`config.mk`:
```
export PLATFORM = sky130hd
export DESIGN_NAME = buffer_out_squeeze
export DESIGN_NICKNAME = d
export VERILOG_FILES = /design/src/rtl/buffer_out_squeeze.sv
export SDC_FILE = /design/constraint.sdc
export NUM_CORES = 2
export LEC_CHECK = 0
export BUFFER_PORTS_ARGS = -buffer_cell sky130_fd_sc_hd__buf_2
export CAP_MARGIN = 20
export CORE_AREA = 2 2 565 567
export CTS_CLUSTER_SIZE = 16
export DETAILED_ROUTE_END_ITERATION = 7
export DIE_AREA = 0 0 567 569
export GPL_TIMING_DRIVEN = 0
export REMOVE_ABC_BUFFERS = 1
export SYNTH_ARGS = -nofsm -noshare
export SYNTH_HDL_FRONTEND = slang
export SYNTH_SLANG_ARGS = --single-unit
export TNS_END_PERCENT = 50
```
`constraint.sdc`:
```
create_clock -name clk -period 6.5 [get_ports clk]
set_input_delay 0.65 -clock clk [delete_from_list [all_inputs] [get_ports clk]]
set_output_delay 0.65 -clock clk [all_outputs]
set_load 0.005 [all_outputs]
```
`src/rtl/buffer_out_squeeze.sv`:
```
// Keccak squeeze-side output buffer: streams the digest/XOF words from the captured rate lanes.
// Define SHAKE_MULTI_SQUEEZE_EN for multi-block XOF output (WAIT_SQZ state, squeeze_req).
module buffer_out_squeeze #(
  parameter int unsigned DW     = 64,
  parameter int unsigned RATE_W = 1344,
  parameter int unsigned LEN_W  = 16
) (
  input  logic              clk,
  input  logic              rst_n,
  input  logic [2:0]        cmode,
  input  logic [LEN_W-1:0]  out_len,
  input  logic [RATE_W-1:0] state_i,
  input  logic              state_valid,
  output logic [DW-1:0]     dt_o,
  output logic [DW/8-1:0]   dt_keep,
  output logic              dt_valid,
  output logic              dt_last,
  input  logic              dt_ready,
  output logic              squeeze_req,
  output logic              busy,
  output logic              done
);

  localparam int unsigned NumLanes = RATE_W / DW;

  localparam logic [1:0] StIdle    = 2'd0;
  localparam logic [1:0] StSend    = 2'd1;
`ifdef SHAKE_MULTI_SQUEEZE_EN
  localparam logic [1:0] StWaitSqz = 2'd2;
`endif

  localparam logic [2:0] ModeSha224   = 3'd0;
  localparam logic [2:0] ModeSha256   = 3'd1;
  localparam logic [2:0] ModeSha384   = 3'd2;
  localparam logic [2:0] ModeSha512   = 3'd3;
  localparam logic [2:0] ModeShake128 = 3'd4;
  localparam logic [2:0] ModeShake256 = 3'd5;

  // Rate in 64-bit words; SHA3 digests never reach the block end, so they share the widest rate.
  function automatic logic [4:0] rate_words(input logic [2:0] mode);
    rate_words = (mode == ModeShake256) ? 5'd17 : 5'd21;
  endfunction

  logic [1:0]        fsm_q, fsm_d;
  logic [2:0]        mode_q, mode_d;
  logic [LEN_W-1:0]  rem_q, rem_d;
  logic [4:0]        blk_idx_q, blk_idx_d;
  logic [RATE_W-1:0] state_q, state_d;
  logic              done_q, done_d;
`ifdef SHAKE_MULTI_SQUEEZE_EN
  logic              sqz_q, sqz_d;
`endif

  logic [2:0]       mode_in;
  logic [LEN_W-1:0] xof_len;
  logic [LEN_W-1:0] total_in;

  always_comb begin
    mode_in = (cmode > ModeShake256) ? ModeSha256 : cmode;
    xof_len = (out_len == '0) ? LEN_W'(1) : out_len;
`ifndef SHAKE_MULTI_SQUEEZE_EN
    if (xof_len > LEN_W'(rate_words(mode_in))) xof_len = LEN_W'(rate_words(mode_in));
`endif
    case (mode_in)
      ModeSha224, ModeSha256: total_in = LEN_W'(4);
      ModeSha384:             total_in = LEN_W'(6);
      ModeSha512:             total_in = LEN_W'(8);
      default:                total_in = xof_len;
    endcase
  end

  always_comb begin
    fsm_d     = fsm_q;
    mode_d    = mode_q;
    rem_d     = rem_q;
    blk_idx_d = blk_idx_q;
    state_d   = state_q;
    done_d    = 1'b0;
`ifdef SHAKE_MULTI_SQUEEZE_EN
    sqz_d     = 1'b0;
`endif
    case (fsm_q)
      StIdle: begin
        if (state_valid) begin
          fsm_d     = StSend;
          mode_d    = mode_in;
          rem_d     = total_in;
          blk_idx_d = '0;
          state_d   = state_i;
        end
      end
      StSend: begin
        if (dt_ready) begin
          rem_d     = rem_q - LEN_W'(1);
          blk_idx_d = blk_idx_q + 5'd1;
          if (rem_q == LEN_W'(1)) begin
            fsm_d     = StIdle;
            blk_idx_d = '0;
            done_d    = 1'b1;
          end
`ifdef SHAKE_MULTI_SQUEEZE_EN
          else if (blk_idx_q == rate_words(mode_q) - 5'd1) begin
            fsm_d = StWaitSqz;
            sqz_d = 1'b1;
          end
`endif
        end
      end
`ifdef SHAKE_MULTI_SQUEEZE_EN
      StWaitSqz: begin
        // Only the lanes are refreshed; mode and remaining length carry over.
        if (state_valid) begin
          fsm_d     = StSend;
          blk_idx_d = '0;
          state_d   = state_i;
        end
      end
`endif
      default: fsm_d = StIdle;
    endcase
  end

  always_ff @(posedge clk or negedge rst_n) begin
    if (!rst_n) begin
      fsm_q     <= StIdle;
      mode_q    <= '0;
      rem_q     <= '0;
      blk_idx_q <= '0;
      state_q   <= '0;
      done_q    <= 1'b0;
`ifdef SHAKE_MULTI_SQUEEZE_EN
      sqz_q     <= 1'b0;
`endif
    end else begin
      fsm_q     <= fsm_d;
      mode_q    <= mode_d;
      rem_q     <= rem_d;
      blk_idx_q <= blk_idx_d;
      state_q   <= state_d;
      done_q    <= done_d;
`ifdef SHAKE_MULTI_SQUEEZE_EN
      sqz_q     <= sqz_d;
`endif
    end
  end

  logic [DW-1:0] lanes [NumLanes];
  logic [DW-1:0] lane;
  logic [DW-1:0] lane_rev;

  always_comb begin
    for (int k = 0; k < NumLanes; k++) lanes[k] = state_q[k*DW +: DW];
    lane = lanes[blk_idx_q];
    for (int b = 0; b < DW / 8; b++) lane_rev[DW-1-8*b -: 8] = lane[8*b +: 8];
  end

  always_comb begin
    dt_valid = (fsm_q == StSend);
    busy     = (fsm_q != StIdle);
    dt_last  = dt_valid && (rem_q == LEN_W'(1));
    dt_o     = dt_valid ? lane_rev : '0;
    if (!dt_valid)                             dt_keep = '0;
    else if (dt_last && mode_q == ModeSha224)  dt_keep = 8'hF0;
    else                                       dt_keep = 8'hFF;
    done     = done_q;
`ifdef SHAKE_MULTI_SQUEEZE_EN
    squeeze_req = sqz_q;
`else
    squeeze_req = 1'b0;
`endif
  end

endmodule

```
==> out/metrics.cfg <==
[status]
status = complete, no violations

[place]
gp_congestion = 0.851
io_buffers = 1442
dp_hpwl_um = 209000
pre_cts_slack_ns = 1.55

[final_layout]
nFillCells = 32700
areaGrowthSynthToFinish_pct = 51.4
final_common_cell = nand2_1
nets = 10800
final_cell_mix = nand2_1 (4,120), buf_2 (1,441), dfrtp_1 (1,368)
drive_gt1_share_pct = 21.4
utilization_pct = 29.6

[power]
ir_drop_mv = 0.247
p_per_area_nw_per_um2 = 285
totalPowerFinal_mw = 26.7
leakagePower_nw = 47.0

[synthesis]
async_flop_share_pct = 100
synth_adder_area_share_pct = 0.0807
synth_cell_types = 50
netlist.top_cell.by_area = dfrtp_1
synth_xor_area_share_pct = 0.0424
postSynthCellCount = 6931
synth.area.mux_share_pct = 11.2
avgSynthCellArea_um2 = 8.94
synth_top_area_share_pct = 55.3
synth_top_family_by_area = simple AND/OR/NAND/NOR gates
netlist_area_um2 = 62000
ys_ff_latch = 1370
ys.flop_type = dfrtp_1
yosys-top-cells-area = dfrtp_1 (55%), nand2_1 (25%), mux4_2 (7.0%)
ys_seq_area_share_pct = 55.3
synthSimpleGateAreaFrac_pct = 26.3
synth_compound_area_share_pct = 4.18
synth_edf_count = 0
synth.yosys.warnings = 0

[critical_path]
critical_path_arrival_ns = 4.93
critPathRequiredTime_ns = 5.85
end_kind = primary output
start_kind = flip-flop
path_max_fanout = 44
worstSetupPathType = flip-flop to primary output

[clocking]
cts_tree = done
numCtsBuffers = 169
h-tree-depth = 4
clk_pin_slew_ns = 0.06
cts-root-buf = clkbuf_16
cts_resized = 0
clk_path_buf_depth = 4
clock-sinks = 1370
clk_latency_ns = 0.82

[timing]
relSlewSlack_pct = 22.3
finalHoldViolCount = 0
final.setup_skew_ns = 0.0334
setup-tns-final_ns = 0
worst_pin_slew_ns = 1.17
setup_viol = 0
maxSlewViolCount = 0
rsz0062_at_grt = no
fmax_mhz = 179
period_share_pct = 85.8
period_needed_ns = 5.58
holdWs_ns = 0.0893
fin_ws_ns = 0.920

[global_routing]
antenna_found_initial = 141
grt_max_degree = 155
track_usage_pct = 17.4
grt_overflow = 0
grt_pass1_wl_um = 419000
grt_pass1_vias = 62000

[min_path]
hold_class = primary input to flip-flop

[detailed_routing]
dr.pass1.iters = 5
finalWirelength_um = 291000
via_per_inst = 4.38
drc = 0
vias = 60700
wl_per_cell_um = 21.0
drt_iter0_drc = 5081
ant_nets = 0

[die]
io_pins = 1444
fp.coreArea_um2 = 317000
start_util_pct = 19.6
die_w_um = 567
die-area_um2 = 323000
die_h_um = 569
num_rows = 207

[run]
max-cap-violations = 0

critical path, cell delays in order, from the launching register on:
cell and delay, ns:
dfrtp_4 0.86, buf_16 0.32, buf_16 0.31, buf_16 0.27, buf_16 0.34, buf_16 0.30
mux4_2 0.56, a22oi_1 0.32, o211ai_1 0.28, buf_2 0.23
cells by family (layout without fill, tap and decap cells):
family                     Yosys count  count (layout)
adders and majority gates            4               4
and+or+nand+nor                   4264            4264
buffers and inverters              468            3116
xor gates and xnor gates             3               3
AOI/OAI and AO/OA                  369             369
DFF                               1370            1370
muxes                              452             452
other                                1              87
cell usage after synthesis, types with 9 or more instances:
library cell  number
a21oi_1           73
a22oi_1          193
buf_1             27
buf_2             29
buf_4              9
clkbuf_1         396
dfrtp_1         1370
mux2i_1          260
mux4_2           192
nand2_1         4120
nand3_1           70
nor2_1            15
nor3_1             9
o211ai_1          69
o21ai_0           11
or3_1              9
sequential cells by signal, indices dropped and copies added (netlist names):
name and flops:
fsm_q 1, rem_q 16, blk_idx_q 5, done 1
state_q 1344, mode_q 3
area by class of cell:
cell class	count	area [µm²]	area share [%]
sequential	1370	34300	36.5
multi-input combinational	5093	25900	27.6
timing repair buffer	2821	22500	24.0
tap	4180	5230	5.57
clock buffer	228	4790	5.11
clock inverter	60	810	0.863
antenna	86	215	0.229
inverter	7	31.3	0.0333
worst paths after layout:
path / startpoint / end / slack, ns / cells past startpoint
max: blk_idx_q[0]$_DFFE_PN0P_ / dt_o[28] / 0.92 / 9
min: state_i[908] / state_q[908]$_DFFE_PN0P_ / 0.09 / 3
max reg2reg: fsm_q[0]$_DFFE_PN0P_ / state_q[1171]$_DFFE_PN0P_ / 2.24 / 9
min reg2reg: state_q[905]$_DFFE_PN0P_ / state_q[905]$_DFFE_PN0P_ / 0.47 / 2
max in group asynchronous: rst_n / state_q[419]$_DFFE_PN0P_ / 2.07 / 7
min in group asynchronous: rst_n / state_q[707]$_DFFE_PN0P_ / 0.41 / 2
repair_timing:
action,in CTS,in global routing
hold buffers,1249,0
hold endpoints to repair,1332,0
buffers inserted,0,0
through the flow:
step	instance area, µm²	cells
final	93800	13800
after global routing	93800	13800
after global placement	72600	12100
after detailed placement	75500	12200
after floorplan	60200	6470
after CTS	93600	13800
layer usage:
layer / global-route usage, % / wire, µm / share of wire [%] / up-vias
met5: 0 / 461 / 0.16 / -
met4: 10.0 / 18300 / 6.3 / 72
met3: 3.84 / 21400 / 7.4 / 794
met2: 27.7 / 132000 / 45 / 2793
met1: 21.7 / 119000 / 41 / 29600
li1: - / - / - / 27400
power breakdown:
| group | total, mW | internal, mW | switching [mW] |
|---|---|---|---|
| logic | 6.64 | 2.91 | 3.73 |
| registers | 10.3 | 9.55 | 0.755 |
| clock network | 9.80 | 5.74 | 4.06 |
| total | 26.7 | 18.2 | 8.55 |
Power figures use the tool's default switching activity.
